[config.mk]
export PLATFORM = sky130hd
export DESIGN_NAME = i2s_frame_pairer
export DESIGN_NICKNAME = d
export VERILOG_FILES = /design/src/rtl/i2s_frame_pairer_pkg.sv /design/src/rtl/i2s_frame_pairer_sync_fifo.sv /design/src/rtl/i2s_frame_pairer.sv
export SDC_FILE = /design/constraint.sdc
export NUM_CORES = 1
export LEC_CHECK = 0
export CAP_MARGIN = 20
export CORE_MARGIN = 5
export CORE_UTILIZATION = 42
export DETAILED_ROUTE_END_ITERATION = 8
export DONT_BUFFER_PORTS = 1
export HOLD_SLACK_MARGIN = 0.08
export PLACE_DENSITY_LB_ADDON = 0.05
export SLEW_MARGIN = 5
export SYNTH_ARGS = -nofsm -noshare
export SYNTH_HDL_FRONTEND = slang
export SYNTH_SLANG_ARGS = --single-unit
[constraint.sdc]
create_clock -name sck -period 3.58 [get_ports sck]
set_input_delay 0.716 -clock sck [delete_from_list [all_inputs] [get_ports sck]]
set_output_delay 0.716 -clock sck [all_outputs]
set_load 0.05 [all_outputs]
[src/rtl/i2s_frame_pairer_pkg.sv]
// ----------------------------------------------------------------------------
// i2s_pkg
//   Shared types and constants for the I2S frame pairer.
//   - DEFAULT_BITS_PRECISION : default sample width in bits
//   - stereo_frame_t         : one stereo frame, left sample in the upper half
//   - pair_state_e           : pairing FSM states (waiting for left / holding left)
//   - pack_frame()           : builds a frame from a left and a right sample
// ----------------------------------------------------------------------------
package i2s_pkg;

    localparam int DEFAULT_BITS_PRECISION = 24;

    typedef struct packed {
        logic [DEFAULT_BITS_PRECISION-1:0] l;
        logic [DEFAULT_BITS_PRECISION-1:0] r;
    } stereo_frame_t;

    typedef enum logic {
        WAIT_L = 1'b0,
        HAVE_L = 1'b1
    } pair_state_e;

    function automatic stereo_frame_t pack_frame(
        input logic [DEFAULT_BITS_PRECISION-1:0] left,
        input logic [DEFAULT_BITS_PRECISION-1:0] right
    );
        stereo_frame_t f;
        f.l = left;
        f.r = right;
        return f;
    endfunction

endpackage

[src/rtl/i2s_frame_pairer_sync_fifo.sv]
// ----------------------------------------------------------------------------
// sync_fifo
//   Single-clock show-ahead FIFO. The head entry is visible on rd_data
//   whenever the FIFO is not empty, and rd_data is forced to zero when empty.
//   A pop is honoured only when not empty; a push is honoured when not full,
//   or when full but a pop is accepted in the same cycle.
// Ports
//   clk      : clock
//   rst      : asynchronous reset, active-low
//   push     : write request, wr_data is the entry
//   wr_data  : entry to write
//   pop      : remove the head entry
//   rd_data  : head entry (show-ahead), zero when empty
//   full     : count == DEPTH
//   empty    : count == 0
//   count    : entries currently stored (0..DEPTH)
//   dropped  : push refused this cycle because the FIFO was full
// ----------------------------------------------------------------------------
module sync_fifo #(
    parameter  int WIDTH = 48,
    parameter  int DEPTH = 4,
    localparam int AW    = $clog2(DEPTH)
) (
    input  logic             clk,
    input  logic             rst,
    input  logic             push,
    input  logic [WIDTH-1:0] wr_data,
    input  logic             pop,
    output logic [WIDTH-1:0] rd_data,
    output logic             full,
    output logic             empty,
    output logic [AW:0]      count,
    output logic             dropped
);

    logic [WIDTH-1:0] mem [DEPTH];
    logic [AW-1:0]    wr_ptr;
    logic [AW-1:0]    rd_ptr;
    logic [AW:0]      count_q;
    logic             do_push;
    logic             do_pop;

    assign full    = (count_q == (AW+1)'(DEPTH));
    assign empty   = (count_q == '0);
    assign count   = count_q;

    // A pop frees a slot in the same cycle, so a full FIFO still takes a push
    // when the consumer is draining the head at the same edge.
    assign do_pop  = pop && !empty;
    assign do_push = push && (!full || do_pop);
    assign dropped = push && !do_push;

    assign rd_data = empty ? '0 : mem[rd_ptr];

    // Storage is not reset; the empty gating on rd_data hides stale contents.
    always_ff @(posedge clk) begin
        if (do_push) begin
            mem[wr_ptr] <= wr_data;
        end
    end

    // Pointers wrap naturally at DEPTH (power of two); count is tracked
    // separately so full and empty are unambiguous.
    always_ff @(posedge clk or negedge rst) begin
        if (!rst) begin
            wr_ptr  <= '0;
            rd_ptr  <= '0;
            count_q <= '0;
        end else begin
            if (do_push) begin
                wr_ptr <= wr_ptr + 1'b1;
            end
            if (do_pop) begin
                rd_ptr <= rd_ptr + 1'b1;
            end
            case ({do_push, do_pop})
                2'b10:   count_q <= count_q + 1'b1;
                2'b01:   count_q <= count_q - 1'b1;
                default: count_q <= count_q;
            endcase
        end
    end

endmodule

[src/rtl/i2s_frame_pairer.sv]
// ----------------------------------------------------------------------------
// i2s_frame_pairer
//   Pairs each left sample from the I2S receiver with the following right
//   sample into a stereo frame, buffers frames in a small FIFO and offers
//   them to the mixer over valid/ready. Reports channel-order errors and
//   FIFO overflow.
// Ports
//   sck            : bit clock, the only clock
//   rst            : asynchronous reset, active-low
//   in_data        : sample from the I2S receiver
//   in_en          : one-cycle strobe qualifying in_data
//   in_left_rightn : 1 = left sample, 0 = right sample
//   out_l_data     : left sample of the head frame (0 when empty)
//   out_r_data     : right sample of the head frame (0 when empty)
//   out_valid      : a head frame is present
//   out_ready      : consumer takes the head frame
//   fifo_count     : frames stored (0..DEPTH)
//   sync_err       : one-cycle pulse per channel-order violation
//   overflow       : sticky, a frame was dropped because the FIFO was full
//   ovf_clr        : synchronous clear of overflow (a new drop wins)
// ----------------------------------------------------------------------------
module i2s_frame_pairer
    import i2s_pkg::*;
#(
    parameter  int BITS_PRECISION = DEFAULT_BITS_PRECISION,
    parameter  int DEPTH          = 4,
    localparam int AW             = $clog2(DEPTH)
) (
    input  logic                      sck,
    input  logic                      rst,
    input  logic [BITS_PRECISION-1:0] in_data,
    input  logic                      in_en,
    input  logic                      in_left_rightn,
    output logic [BITS_PRECISION-1:0] out_l_data,
    output logic [BITS_PRECISION-1:0] out_r_data,
    output logic                      out_valid,
    input  logic                      out_ready,
    output logic [AW:0]               fifo_count,
    output logic                      sync_err,
    output logic                      overflow,
    input  logic                      ovf_clr
);

    localparam int FW = 2 * BITS_PRECISION;

    pair_state_e               state;
    logic [BITS_PRECISION-1:0] held_left;
    logic                      frame_push;
    logic [FW-1:0]             frame_data;
    logic [FW-1:0]             head_frame;
    logic                      fifo_full;
    logic                      fifo_empty;
    logic                      fifo_dropped;

    // A frame is completed by a right sample arriving while a left is held.
    assign frame_push = in_en && !in_left_rightn && (state == HAVE_L);
    assign frame_data = {held_left, in_data};

    sync_fifo #(
        .WIDTH (FW),
        .DEPTH (DEPTH)
    ) u_fifo (
        .clk     (sck),
        .rst     (rst),
        .push    (frame_push),
        .wr_data (frame_data),
        .pop     (out_ready),
        .rd_data (head_frame),
        .full    (fifo_full),
        .empty   (fifo_empty),
        .count   (fifo_count),
        .dropped (fifo_dropped)
    );

    assign out_valid  = !fifo_empty;
    assign out_l_data = head_frame[FW-1:BITS_PRECISION];
    assign out_r_data = head_frame[BITS_PRECISION-1:0];

    // Pairing FSM. A right sample with no held left is discarded; a second
    // left replaces the held one. Both cases raise a one-cycle sync_err.
    always_ff @(posedge sck or negedge rst) begin
        if (!rst) begin
            state     <= WAIT_L;
            held_left <= '0;
            sync_err  <= 1'b0;
        end else begin
            sync_err <= 1'b0;
            if (in_en) begin
                case (state)
                    WAIT_L: begin
                        if (in_left_rightn) begin
                            held_left <= in_data;
                            state     <= HAVE_L;
                        end else begin
                            sync_err  <= 1'b1;
                        end
                    end
                    HAVE_L: begin
                        if (in_left_rightn) begin
                            held_left <= in_data;
                            sync_err  <= 1'b1;
                        end else begin
                            state     <= WAIT_L;
                        end
                    end
                    default: state <= WAIT_L;
                endcase
            end
        end
    end

    // Sticky overflow; a drop in the same cycle as a clear keeps it set.
    always_ff @(posedge sck or negedge rst) begin
        if (!rst) begin
            overflow <= 1'b0;
        end else if (fifo_dropped) begin
            overflow <= 1'b1;
        end else if (ovf_clr) begin
            overflow <= 1'b0;
        end
    end

    // fifo_full is implied by fifo_dropped; kept for visibility in debug.
    logic unused_full;
    assign unused_full = fifo_full;

endmodule

# Word-level counts from Yosys, hierarchy flattened
# Memories as Yosys holds them, arrays and structs flattened.
# Index checks and enable logic that the tools add are counted.
# word_totals
regBits,34
ramBits,192
input_bits,30
out_inout_bits,54
word_cells,41
memories,1
# memory_table
memory,depth,width,rd,rd_ports_with_merged_regs,wr,line_no,source
u_fifo.mem,4,48,1,0,1,i2s_frame_pairer_sync_fifo.sv:36,logic [WIDTH-1:0] mem [DEPTH];
# classes
addsub,4
n_eq_ne,3
mux,11
n_bitwise,1
reduce_logical,14
# op_table
cell,n
$mux W48,1
$mux W24,1
$mux W1,7
$pmux W3 S2,1
$logic_and A1 B1 Y1,5
$add A2 B1 Y2 const B,2
$logic_not A1 Y1,4
$reduce_bool A2 Y1,2
$add A3 B1 Y3 const B,1
$eq A3 B3 Y1 const B,1
$logic_not A3 Y1,1
$sub A3 B1 Y3 const B,1
$eq A2 B1 Y1 const B,1
$eq A2 B2 Y1 const B,1
$pmux W1 S2,1
$reduce_and A2 Y1,1
$logic_or A1 B1 Y1,1
$not A1 Y1,1

# Logic depth before layout (Yosys ltp)
# depth
ltp_word,8
depth_mapped,9
mapped_depth_nobuf,9

# Cells and area by module
# Synthesis repeated with hierarchy kept, for this count alone.
# unflattened
cells_unflattened,422
hier_area_um2,8939.8
# modules_own_cells
mod,n_inst,cells_per_inst,area_per_inst_um2,seq_area_each_um2
sync_fifo,1,359,7842.5,5940.7
i2s_frame_pairer,1,63,1097.3,675.6

# Worst setup path before layout
# No wires, ideal clock.
# synth_path
path_type,register to register
startpoint,register u_fifo.count_q[0] (netlist: u_fifo.count[0])
endpoint,"memory u_fifo.mem[0][0], enable pin"
setup_ns,0.410
t_arrival_ns,2.368
required_ns,3.170
slack_ns,0.802
stages_incl_launch_ff,4
path_buffers,0
synth_period_minus_slack_ns,2.778
path_cell_list,dfrtp_1 > or4b_1 > nor3b_4 > and2_1
# synth_between
elab_chain_len,7
word_cells_on_any_way,9
classes_between,eq/ne: 1; mux: 2; reduce/logical: 6
# synth_rtl
item,line_no,source
"start, declared",i2s_frame_pairer_sync_fifo.sv:39,logic [AW:0] count_q;
"start signal, assigned",i2s_frame_pairer_sync_fifo.sv:77,2'b10: count_q <= count_q + 1'b1;
"start signal, assigned",i2s_frame_pairer_sync_fifo.sv:78,2'b01: count_q <= count_q - 1'b1;
"start signal, assigned",i2s_frame_pairer_sync_fifo.sv:79,default: count_q <= count_q;
$logic_not A3 Y1,i2s_frame_pairer_sync_fifo.sv:44,assign empty = (count_q == '0);
$logic_not A1 Y1,i2s_frame_pairer_sync_fifo.sv:49,assign do_pop = pop && !empty;
$logic_and A1 B1 Y1,i2s_frame_pairer_sync_fifo.sv:49,
$logic_or A1 B1 Y1 (*),i2s_frame_pairer_sync_fifo.sv:50,assign do_push = push && (!full || do_pop);
$logic_and A1 B1 Y1 (*),i2s_frame_pairer_sync_fifo.sv:50,
$mux W1 (*),i2s_frame_pairer_sync_fifo.sv:57,if (do_push) begin
$mux W1 (implied by the code) (*),i2s_frame_pairer_sync_fifo.sv:58,mem[wr_ptr] <= wr_data;
"end, declared",i2s_frame_pairer_sync_fifo.sv:36,
# Every way passes the cells marked *; elsewhere a longest branch is shown, timed or not.

# Final worst setup path
# layout_path
startpoint,register u_fifo.count_q[2] (netlist: u_fifo.count[2])
endpoint,output out_l_data[0]
# layout_between
elab_chain_len,2
# layout_rtl
item,line_no,source
$logic_not A3 Y1,i2s_frame_pairer_sync_fifo.sv:44,
$mux W48,i2s_frame_pairer_sync_fifo.sv:53,assign rd_data = empty ? '0 : mem[rd_ptr];
"end, declared",i2s_frame_pairer.sv:34,"output logic [BITS_PRECISION-1:0] out_l_data,"
# No other way between the ends.

==> impl_results.md <==
* Final instance area at roughly 9900 um^2
* Cell type with the highest aggregate area in the netlist: sky130_fd_sc_hd__edfxtp_1
* Total via count after detailed routing at between 3,000 and 4,000
* Final cell count without fillers at 717
* Starting density of the core at 42.7%
* Detail-routed via count per cell at 5.22
* Dominant cell by count in the synthesized netlist: sky130_fd_sc_hd__edfxtp_1
* Required time of the critical path at 2860 ps
* Placeable core region at 20,200 um^2
* Main combinational cell family by area after synthesis: multiplexers
* Global-route wire length before repair at 25,300 um
* Max Cap Violations at 0
* Transition at the pin with the smallest max-transition slack at 927 ps
* Area fraction in compound gates after synthesis at 0.217%
* Num rows at 52
* Pre-Repair DR Iteration Count at 4
* Register bit total from synthesis at 226
* Share of synthesized cell area in full adder, half adder and majority cells at less than 1%
* Worst setup SP type: register
* Final critical delay including setup and external delays at 3240 ps
* Initial detailed-routing violation count at 164
* Worst setup skew after layout at between 15 and 20 ps
* Port Buf Inserts at 0
* Leakage power at 0.00328 uW
* Worst ir drop on vdd at approximately 0.45 mV
* Die Outline Area at approximately 24,000 um^2
* Worst reg2reg setup slack at 830 ps
* Share of the synthesized netlist area taken by xor and xnor gates at 0.709%
* Sequential share of the synthesized area at 76.5%
* Setup Crit Path Kind: register to primary output
* Final core occ at 48.7%
* Type of destination of the critical path: primary output
* Syn Std Cell Area at 8650 um^2
* Number of enable-type register cells in the synthesized netlist at between 150 and 200
* Total negative slack at 0 ps
* Global placement routability congestion at ~0.68
* Sum of overflow across all layers after global routing at 0
* Height of the die at 154 um
* Share of async-settable or async-resettable flops after synthesis at 15.0%
* Antenna violation net count after detailed routing at 0
* Primary flip-flop cell chosen by synthesis mapping: sky130_fd_sc_hd__edfxtp_1
* Total routed wirelength at between 15,000 and 20,000 um
* Startpoint of the lowest-slack register-to-register path: u_fifo.count[2]$_DFFE_PN0P_
* Worst slew margin relative to its limit at 38.2%
* Post-placement cell count at 671
* Critical path startpoint: u_fifo.count[2]$_DFFE_PN0P_
* Number of pins with negative max-slew slack in the final report at 0
* I/O pin total at 84
* Warnings from Yosys at 0
* Capturing instance or port of the critical path: out_l_data[0]
* Average instance area after synthesis at 21.5 um^2
* RSZ-0062 raised after global routing: false
* Vias in the first global route at 4,074
* Worst-path maximum fanout at 23
* Post-DR wirelength/cell at 23.1 um
* Final WS setup at 339 ps
* Clock tree from TritonCTS: done
* Power per Cell Area at 869 nW/um^2
* Global Route Usage Sum at approximately 14%
* Cts bufs inserted at 24
* Ratio of cells with drive above 1 in the final layout at between 20 and 30%
* Area added between synthesis and finish at 14.0%
* Bufs on Longest Clock Path at 3
* CTS root buffer: sky130_fd_sc_hd__clkbuf_16
* Cells after Synth at 403
* Largest net degree at the start of global routing at 35
* Post-route clock period utilization at between 90% and 100%
* Outcome: finished clean
* Capture point of the worst reg-to-reg path: u_fifo.mem[3][33]$_DFFE_PP_
* Number of library cell types mapped by synthesis at 23
* Setup-violating endpoint count in the final report at 0
* Number of design rule violations left after detail routing at 0
* Number of antenna violations at the first check in global routing at 0
* Width of the die at between 150 and 200 um
* Post-DP HPWL at between 9000 and 10,000 um
* Placed Instance Area at 9090 um^2
* CTS clk-pin slew, worst paths at 60 ps
* Fmax at around 0.31 GHz
* DP Worst Slack at 748 ps
* Clock latency at the later pin of the worst-skew pair at 500 ps
* CTS H-Tree Depth at 1
* Share of synthesized cell area in and, or, nand and nor gates at 4.54%
* Sinks on the clock net at 226
* Total count of hold-check failures in the final report at 0
* Commonest cells in the synthesized netlist: sky130_fd_sc_hd__edfxtp_1 (192), sky130_fd_sc_hd__and2_1 (54), sky130_fd_sc_hd__mux4_2 (48)
* Length in cells of the worst reg-to-reg path at 4
* Post-synthesis net count at 439
* Data arrival at the endpoint of the critical path at 2520 ps
* Mux contribution to synthesized area at 15.8%
* Synth area leaders: sky130_fd_sc_hd__edfxtp_1 (67%), sky130_fd_sc_hd__mux4_2 (12%), sky130_fd_sc_hd__dfrtp_1 (9.8%), sky130_fd_sc_hd__and2_1 (3.9%), sky130_fd_sc_hd__mux2_2 (3.1%)
* HP Class: primary input to register
* Final #Nets at 465
* Share of the synthesized area in the top cell type at 66.7%
* Number of inserted diodes at 0
-- layer usage --
metal | track usage [%] | share of wire [%] | routed length, um
met1 | 18.0 | 41 | 6830
met2 | 23.8 | 51 | 8440
met3 | 3.93 | 5.7 | 940
met4 | 3.32 | 2.0 | 332
met5 | 0 | 0 | 0
-- per-stage QoR --
step                hold WS, ps  power (uW)
floorplan                   420        5930
global placement            422        6390
detailed placement          422        6410
CTS                         278        8730
global route                273        8950
finish                      303        8570
-- cells by family after synthesis --
kind of cell / count (synthesis)
AOI/OAI and AO/OA: 3
xor gates and xnor gates: 7
adders and majority gates: 6
buffers and inverters: 26
DFF: 226
muxes: 73
and+or+nand+nor: 62
-- placed cells by master, fill, tap and decap left out, types with 3 or more instances in the layout --
cell | synthesis | routed
sky130_fd_sc_hd__xor2_1 | 3 | 3
sky130_fd_sc_hd__ha_1 | 5 | 5
sky130_fd_sc_hd__clkbuf_16 | 0 | 25
sky130_fd_sc_hd__clkinv_1 | 0 | 6
sky130_fd_sc_hd__dfrtp_1 | 34 | 32
sky130_fd_sc_hd__clkbuf_8 | 0 | 3
sky130_fd_sc_hd__mux2_2 | 24 | 24
sky130_fd_sc_hd__and2_2 | 0 | 4
sky130_fd_sc_hd__xnor2_1 | 4 | 4
sky130_fd_sc_hd__clkbuf_1 | 6 | 5
sky130_fd_sc_hd__buf_4 | 1 | 12
sky130_fd_sc_hd__inv_1 | 8 | 8
sky130_fd_sc_hd__and2_1 | 54 | 50
sky130_fd_sc_hd__edfxtp_1 | 192 | 192
sky130_fd_sc_hd__nand2_1 | 3 | 3
sky130_fd_sc_hd__clkinv_2 | 0 | 5
sky130_fd_sc_hd__buf_12 | 0 | 4
sky130_fd_sc_hd__mux4_2 | 48 | 48
-- registers in the layout (all words and copies together), names as in the netlist --
name and count:
u_fifo.count 3, overflow 1, u_fifo.mem 192, held_left 24
u_fifo.wr_ptr 2, u_fifo.rd_ptr 2, sync_err 1, state 1
-- how the worst min path moves through the flow --
stage                            from                     endpoint  depth (start not counted)
after floorplan                   rst     held_left[0]$_DFFE_PN0P_                          0
after global placement            rst     held_left[2]$_DFFE_PN0P_                          0
after detailed placement          rst     held_left[2]$_DFFE_PN0P_                          0
after CTS                 in_data[23]  u_fifo.mem[1][23]$_DFFE_PP_                          0
after global routing      in_data[23]  u_fifo.mem[2][23]$_DFFE_PP_                          0
final                     in_data[23]  u_fifo.mem[2][23]$_DFFE_PP_                          0
-- critical path, cell delays in order, from the launching register on --
cell and delay [ps]:
sky130_fd_sc_hd__dfrtp_1 670, sky130_fd_sc_hd__or3_2 450, sky130_fd_sc_hd__buf_4 360, sky130_fd_sc_hd__and2_1 520
-- power by group --
group | switching, uW | leakage (uW) | internal, uW | total, uW
Clock | 940 | 0.000365 | 1330 | 2270
Combinational | 2160 | 0.000777 | 847 | 3010
Sequential | 193 | 0.00213 | 3100 | 3290
-- repair_timing --
item,in CTS,in global routing
buffers inserted,0,0
gates resized for setup,0,0
hold buffers,2,0
hold endpoints to repair,34,0
setup endpoints to repair,0,0
-- cell type report --
class / count / area [um^2]
inverters: 8 / 30.0
multi-input cells: 151 / 1930
repair buffers: 18 / 208
clock buffers: 33 / 686
flip-flops and latches: 226 / 6620
clock inverters: 11 / 47.5
well taps: 270 / 338
fillers: 1678 / 10400
Power figures use the tool's default switching activity.
